[config.mk]
export PLATFORM = sky130hd
export DESIGN_NAME = alu_reg
export DESIGN_NICKNAME = d
export VERILOG_FILES = /design/src/rtl/alu_pkg.sv /design/src/rtl/alu_core.sv /design/src/rtl/alu_reg.sv
export SDC_FILE = /design/constraint.sdc
export NUM_CORES = 1
export LEC_CHECK = 0
export BUFFER_PORTS_ARGS = -buffer_cell sky130_fd_sc_hd__buf_2
export CAP_MARGIN = 15
export CORE_ASPECT_RATIO = 0.7
export CORE_MARGIN = 1.5
export CORE_UTILIZATION = 35
export DETAILED_ROUTE_END_ITERATION = 12
export PLACE_DENSITY = 0.5
export SETUP_SLACK_MARGIN = 0.5
export SYNTH_ARGS = -nofsm -noshare
export SYNTH_HDL_FRONTEND = slang
export SYNTH_SLANG_ARGS = --single-unit
[constraint.sdc]
create_clock -name CLK -period 5.3 [get_ports CLK]
set_input_delay 1.06 -clock CLK [delete_from_list [all_inputs] [get_ports CLK]]
set_output_delay 1.06 -clock CLK [all_outputs]
set_load 0.05 [all_outputs]
[src/rtl/alu_pkg.sv]
// Shared opcode encodings and default widths for the registered ALU.
package alu_pkg;

    localparam int unsigned DEF_SIZEDATA = 8;
    localparam int unsigned DEF_SIZEOP   = 6;

    // MIPS funct field codes
    localparam logic [DEF_SIZEOP-1:0] ADD = 6'b100000;
    localparam logic [DEF_SIZEOP-1:0] SUB = 6'b100010;
    localparam logic [DEF_SIZEOP-1:0] AND = 6'b100100;
    localparam logic [DEF_SIZEOP-1:0] OR  = 6'b100101;
    localparam logic [DEF_SIZEOP-1:0] XOR = 6'b100110;
    localparam logic [DEF_SIZEOP-1:0] NOR = 6'b100111;
    localparam logic [DEF_SIZEOP-1:0] SRA = 6'b000011;
    localparam logic [DEF_SIZEOP-1:0] SRL = 6'b000010;

endpackage

[src/rtl/alu_core.sv]
// Combinational ALU datapath: eight funct-coded operations, unknown codes give zero.
module alu_core
    import alu_pkg::*;
#(
    parameter int unsigned SIZEDATA = DEF_SIZEDATA,
    parameter int unsigned SIZEOP   = DEF_SIZEOP
) (
    input  logic [SIZEDATA-1:0] DATOA,
    input  logic [SIZEDATA-1:0] DATOB,
    input  logic [SIZEOP-1:0]   OPCODE,
    output logic [SIZEDATA-1:0] RESULT,
    output logic                CARRY
);

    logic [SIZEDATA:0]   sum;
    logic                big_shift;
    logic [SIZEDATA-1:0] sign_fill;

    assign sum       = {1'b0, DATOA} + {1'b0, DATOB};
    // Shift amounts of W or more saturate to full sign/zero fill
    assign big_shift = (DATOB >= SIZEDATA[SIZEDATA-1:0]) || (SIZEDATA >= 32'(1 << SIZEDATA));
    assign sign_fill = {SIZEDATA{DATOA[SIZEDATA-1]}};

    always_comb begin
        RESULT = '0;
        CARRY  = 1'b0;
        case (OPCODE)
            ADD: {CARRY, RESULT} = sum;
            SUB: begin
                RESULT = DATOA - DATOB;
                CARRY  = (DATOA < DATOB);
            end
            AND: RESULT = DATOA & DATOB;
            OR:  RESULT = DATOA | DATOB;
            XOR: RESULT = DATOA ^ DATOB;
            NOR: RESULT = ~(DATOA | DATOB);
            SRA: RESULT = big_shift ? sign_fill : SIZEDATA'($signed(DATOA) >>> DATOB);
            SRL: RESULT = big_shift ? '0 : (DATOA >> DATOB);
            default: begin
                RESULT = '0;
                CARRY  = 1'b0;
            end
        endcase
    end

endmodule

[src/rtl/alu_reg.sv]
// ALU with one-cycle registered RESULT/CARRY and synchronous active-high reset.
module alu_reg
    import alu_pkg::*;
#(
    parameter int unsigned SIZEDATA = DEF_SIZEDATA,
    parameter int unsigned SIZEOP   = DEF_SIZEOP
) (
    input  logic                CLK,
    input  logic                RESET,
    input  logic [SIZEDATA-1:0] DATOA,
    input  logic [SIZEDATA-1:0] DATOB,
    input  logic [SIZEOP-1:0]   OPCODE,
    output logic [SIZEDATA-1:0] RESULT,
    output logic                CARRY
);

    logic [SIZEDATA-1:0] core_result;
    logic                core_carry;

    alu_core #(
        .SIZEDATA(SIZEDATA),
        .SIZEOP  (SIZEOP)
    ) u_core (
        .DATOA (DATOA),
        .DATOB (DATOB),
        .OPCODE(OPCODE),
        .RESULT(core_result),
        .CARRY (core_carry)
    );

    always_ff @(posedge CLK) begin
        if (RESET) begin
            RESULT <= '0;
            CARRY  <= 1'b0;
        end else begin
            RESULT <= core_result;
            CARRY  <= core_carry;
        end
    end

endmodule

Yosys cells after proc, flatten, opt, wreduce, memory -nomap -nowiden
Index checks and enable logic that the tools add are counted.
{ "totals": {"register_bits": 9, "output_inout_bits": 9, "in_bits": 24, "word_cells": 24} }
{ "classes": {"magnitude_cmp": 2, "bitwise_logic": 4, "addsub": 2, "n_shift": 2, "n_mux": 4, "eq_ne": 8} }
{ "ops": {"columns": ["cell", "n"], "rows": [
  ["8-bit one-hot mux with 8 select lines", 1],
  ["6-bit == test (second input constant)", 6],
  ["8-bit 2-to-1 mux", 2],
  ["6-bit by 2-bit == test with 1-bit output (second input constant)", 2],
  ["8-bit by 8-bit adder with 9-bit output", 1],
  ["8-bit AND", 1],
  ["8-bit by 4-bit greater-or-equal comparator with 1-bit output (second input constant)", 1],
  ["8-bit < comparator", 1],
  ["8-bit NOT", 1],
  ["8-bit OR", 1],
  ["8-bit by 8-bit right shift with 8-bit output", 1],
  ["8-bit by 8-bit >>> shifter with 8-bit output", 1],
  ["8-bit subtractor", 1],
  ["8-bit bitwise XOR", 1],
  ["1-bit one-hot mux with 2 select lines", 1]
]} }

Logic depth before layout (Yosys ltp)
{ "depth": {"ltp_word": 3, "mapped_depth": 10, "mapped_depth_nobuf": 9} }

Modules after synthesis
A second synthesis with hierarchy kept.
{ "unflattened": {"hier_cells": 261, "hier_area_um2": 1984.4} }
{ "modules_own_cells": {"columns": ["module", "seq_area_each_um2", "n_inst", "cells_each", "area_each_um2"], "rows": [
  ["alu_core", 0.0, 1, 243, 1747.9],
  ["alu_reg", 180.2, 1, 18, 236.5]
]} }

Least setup slack after synthesis
OpenSTA, ideal clock, no wires.
{ "synth_timing": {"path_type": "input port to flip-flop", "from": "in DATOB[1]", "to": "reg RESULT[7]", "setup_ps": 141, "required_ps": 5159, "stages": 10, "slack_ps": 2106, "arrival_ps": 3054, "path_cell_list": "buf_4 -> clkbuf_1 -> inv_1 -> ha_1 -> a211oi_1 -> nor3b_1 -> o221ai_1 -> and4_1 -> nor4_1 -> a21oi_1"} }
{ "synth_via": {"elab_chain_cells": 3} }
{ "synth_rtl": {"columns": ["element", "line", "rtl"], "rows": [
  ["from (decl)", "alu_reg.sv:11", "input logic [SIZEDATA-1:0] DATOB,"],
  ["8-bit by 4-bit greater-or-equal comparator with 1-bit output (tied with other cells)", "alu_core.sv:21", "assign big_shift = (DATOB >= SIZEDATA[SIZEDATA-1:0]) || (SIZEDATA >= 32'(1 << SIZEDATA));"],
  ["8-bit 2-to-1 mux, on equally long branches", "alu_core.sv:38, alu_core.sv:37", null],
  ["8-bit one-hot mux with 8 select lines *", "alu_core.sv:27", "case (OPCODE)"],
  ["to (signal assigned)", "alu_reg.sv:36", "RESULT <= core_result;"],
  ["to (decl)", "alu_reg.sv:13", "output logic [SIZEDATA-1:0] RESULT,"]
]} }
Every way passes the cells marked *; elsewhere a longest branch is shown, timed or not.
A chain may end at the register's enable or synchronous reset.

Worst setup path after layout
Same ends and word-level chain as after synthesis.

==> results.py <==
metrics = {
    "run_status": {
        "outcome": "complete, no violations",
    },
    "floorplanning": {
        "ios": 33,
        "core_area_um2": 5340,
        "die_y_um": 65.82,
        "die_x_um": 92.74,
        "rows": 22,
        "start_util": 0.3695,
        "die_area_um2": 6104,
    },
    "finish": {
        "multi_input_area_um2": 1625,
        "nFillCells": 596,
        "register_area_um2": 180.2,
        "area_growth_pct": 11.41,
        "layout_commonest_cell": "buf_2",
        "antenna_cells": 0,
        "fin_nets": 337,
        "layout_common_cells": "buf_2 (32), inv_1 (26), nand2_1 (26), ha_1 (25), a21oi_1 (24)",
        "drive_above_1_share": 0.1754,
        "final_cell_area_um2": 2198,
    },
    "power_and_ir_drop": {
        "net-switching-power_uw": 118.3,
        "p_sw_frac": 0.3954,
        "seq_power_share": 0.228,
        "p_leak_nw": 0.9955,
        "combPwrFrac": 0.509,
        "pwr-share-clk": 0.263,
        "vdd_drop_max_mv": 0.05887,
        "power_uw": 299.2,
        "power_density_nw_per_um2": 136.1,
        "p_int_uw": 180.9,
    },
    "hold_path": {
        "holdPathStages": 2,
        "worstHoldPathType": "in2reg",
        "hold_path_end": "CARRY",
        "hold_path_startpoint": "RESET",
    },
    "cts": {
        "cts_setup_buffers": 0,
        "cts_num_sinks": 9,
        "clk_pin_slew_ps": 50,
        "cts.htree.levels": 1,
        "numCtsBuffers": 3,
        "clockBufferDepth": 2,
        "cts_hold_buf": 0,
        "cts_tree": "yes",
        "ctsRootBufferMaster": "clkbuf_8",
        "ctsResizeCount": 0,
    },
    "timing": {
        "fin_crit_sh": 0.6048,
        "rsz0062_at_grt": "no",
        "min_period_ps": 3205,
        "worst_slew_pin_slew_ps": 834.1,
        "final.setup.tns_ps": 0,
        "fmax_mhz": 312.0,
        "maxSlewViolCount": 0,
        "relSlewSlack": 0.4388,
        "finalWorstSetupSlack_ps": 2095,
        "hold_violations": 0,
        "setup_viol": 0,
    },
    "setup_path": {
        "path_max_fanout": 17,
        "cp-start-kind": "primary input",
        "crit_path_end_kind": "flip-flop",
        "required_ps": 5380,
        "path_class": "in2reg",
        "cp_slowest_cell": "a211oi_1",
        "crit_arrival_ps": 3280,
        "slowest_delay_ps": 380,
        "worstPathCellList": "buf_2 > inv_1 > ha_1 > a211oi_1 > nor3b_1 > o221ai_1 > a2111oi_2 > nor4_1 > a21oi_1",
    },
    "place": {
        "port_buffers": 32,
        "place_congestion": 0.8812,
        "placed_area_um2": 2153,
        "dpl.hpwl_um": 4756,
        "post-place-ws_ps": 1923,
    },
    "yosys": {
        "ys_ff_latch": 9,
        "syn_area_um2": 1973,
        "yosysUniqueCellTypes": 57,
        "async_flop_share": 0,
        "syn_area_per_cell_um2": 7.502,
        "yosysWarnings": 0,
        "syn_inst": 263,
        "synth-seq-area-share": 0.09131,
        "synth-edff-count": 0,
        "synthesis.nets": 314,
        "synth_flop_cell": "dfxtp_1",
    },
    "drt": {
        "drt_wl_total_um": 5909,
        "drcViolationCount": 0,
        "ant_nets": 0,
        "firstDrtPassIters": 6,
        "drt-initial-drc-count": 173,
        "num_vias": 1992,
        "wire_per_inst_um": 16.55,
        "viasPerCell": 5.580,
    },
    "global_route": {
        "antenna_found_initial": 0,
        "grt_pass1_wl_um": 9591,
        "gr-total-overflow": 0,
        "grt_max_degree": 31,
        "track_usage": 0.2027,
        "grt_pass1_vias": 1779,
    },
    "run": {
        "drv_cap": 0,
    },
}
-- power groups by stage --
stage,sequential [mW],clock (mW),combinational [mW]
3_3_place_gp,0.0696,0,0.152
2_1_floorplan,0.0708,0,0.108
4_1_cts,0.0683,0.0811,0.151
6_report,0.0683,0.0786,0.152
5_1_grt,0.0682,0.0856,0.170
3_5_place_dp,0.0696,0,0.150
-- state kept, by name, indices dropped and copies added, names as in the netlist --
register / flops
RESULT: 8
CARRY: 1
-- area by class of cell --
cell class              instances  share of cell area
well taps                      72             0.04098
flip-flops and latches          9             0.08196
repair buffers                 32             0.07285
clock buffers                   4             0.02049
inverters                      26             0.04439
multi-input cells             214              0.7393
-- worst max-delay path, delay by kind of cell --
family / cells / cell delay [ps]
buffers and inverters: 2 / 530
AND/OR/NAND/NOR: 2 / 420
adder cells (fa/ha/maj): 1 / 350
AO/OA/AOI/OAI: 4 / 920
-- through the flow --
stage / utilization / cells / hold WS [ps]
2_1_floorplan: - / 263 / 1162
3_3_place_gp: 0.4032 / 353 / 1331
3_5_place_dp: 0.4032 / 353 / 1338
4_1_cts: 0.4117 / 357 / 1099
5_1_grt: 0.4117 / 357 / 1116
6_report: 0.4117 / 357 / 1113
-- Yosys cell counts, drive strengths merged, types with 2 or more instances --
cell type   n  area [µm²]
nand2      26       97.59
nand2b      2       15.02
o211ai      3       22.52
a21oi      25       128.9
xnor2      11       96.34
nor2       15       56.30
and2        2       13.77
nand3       7       35.03
clkbuf      5       18.77
a32oi       4       35.03
dfxtp       9       180.2
o22ai       2       12.51
and3        2       12.51
a211oi      3       22.52
buf         9       51.29
a31oi       5       31.28
mux4        4       90.09
nor3b       2       15.01
o221ai      2       17.52
nor4        3       18.77
o21ai      13       65.06
nor3        9       67.56
inv        26       97.59
o21bai      2       15.01
nand3b      4       30.03
fa          2       40.04
nor2b       4       25.02
ha         25       312.8
o211a       3       30.03
mux2i      13       130.1
a22oi       2       15.01
-- layer usage --
metal  wire length, µm  share of wire  track usage  vias up
li1                  -              -            -      988
met1              3197           0.54       0.3433      906
met2              2163           0.37       0.2693       96
met3               538          0.091      0.01954        2
met4                 9         0.0015      0.02462        0
met5                 0              0            0        -
-- worst max-delay path by stage --
stage	slack, ps	end	start	cells past startpoint
finish	2090	RESULT[7]	DATOB[1]	9
global route	1920	RESULT[7]	DATOB[1]	9
CTS	2140	RESULT[7]	DATOB[1]	9
detailed placement	1920	RESULT[7]	DATOB[1]	9
global placement	1960	RESULT[7]	DATOB[1]	9
floorplan	2110	RESULT[7]	DATOB[1]	10
-- logic make-up after synthesis --
logic type,synth area share
DFF,0.09131
AOI/OAI and AO/OA,0.2562
adders and majority gates,0.1788
and+or+nand+nor,0.2181
muxes,0.1173
xor gates and xnor gates,0.05327
buffers and inverters,0.08497
(Power assumes the default switching activity.)
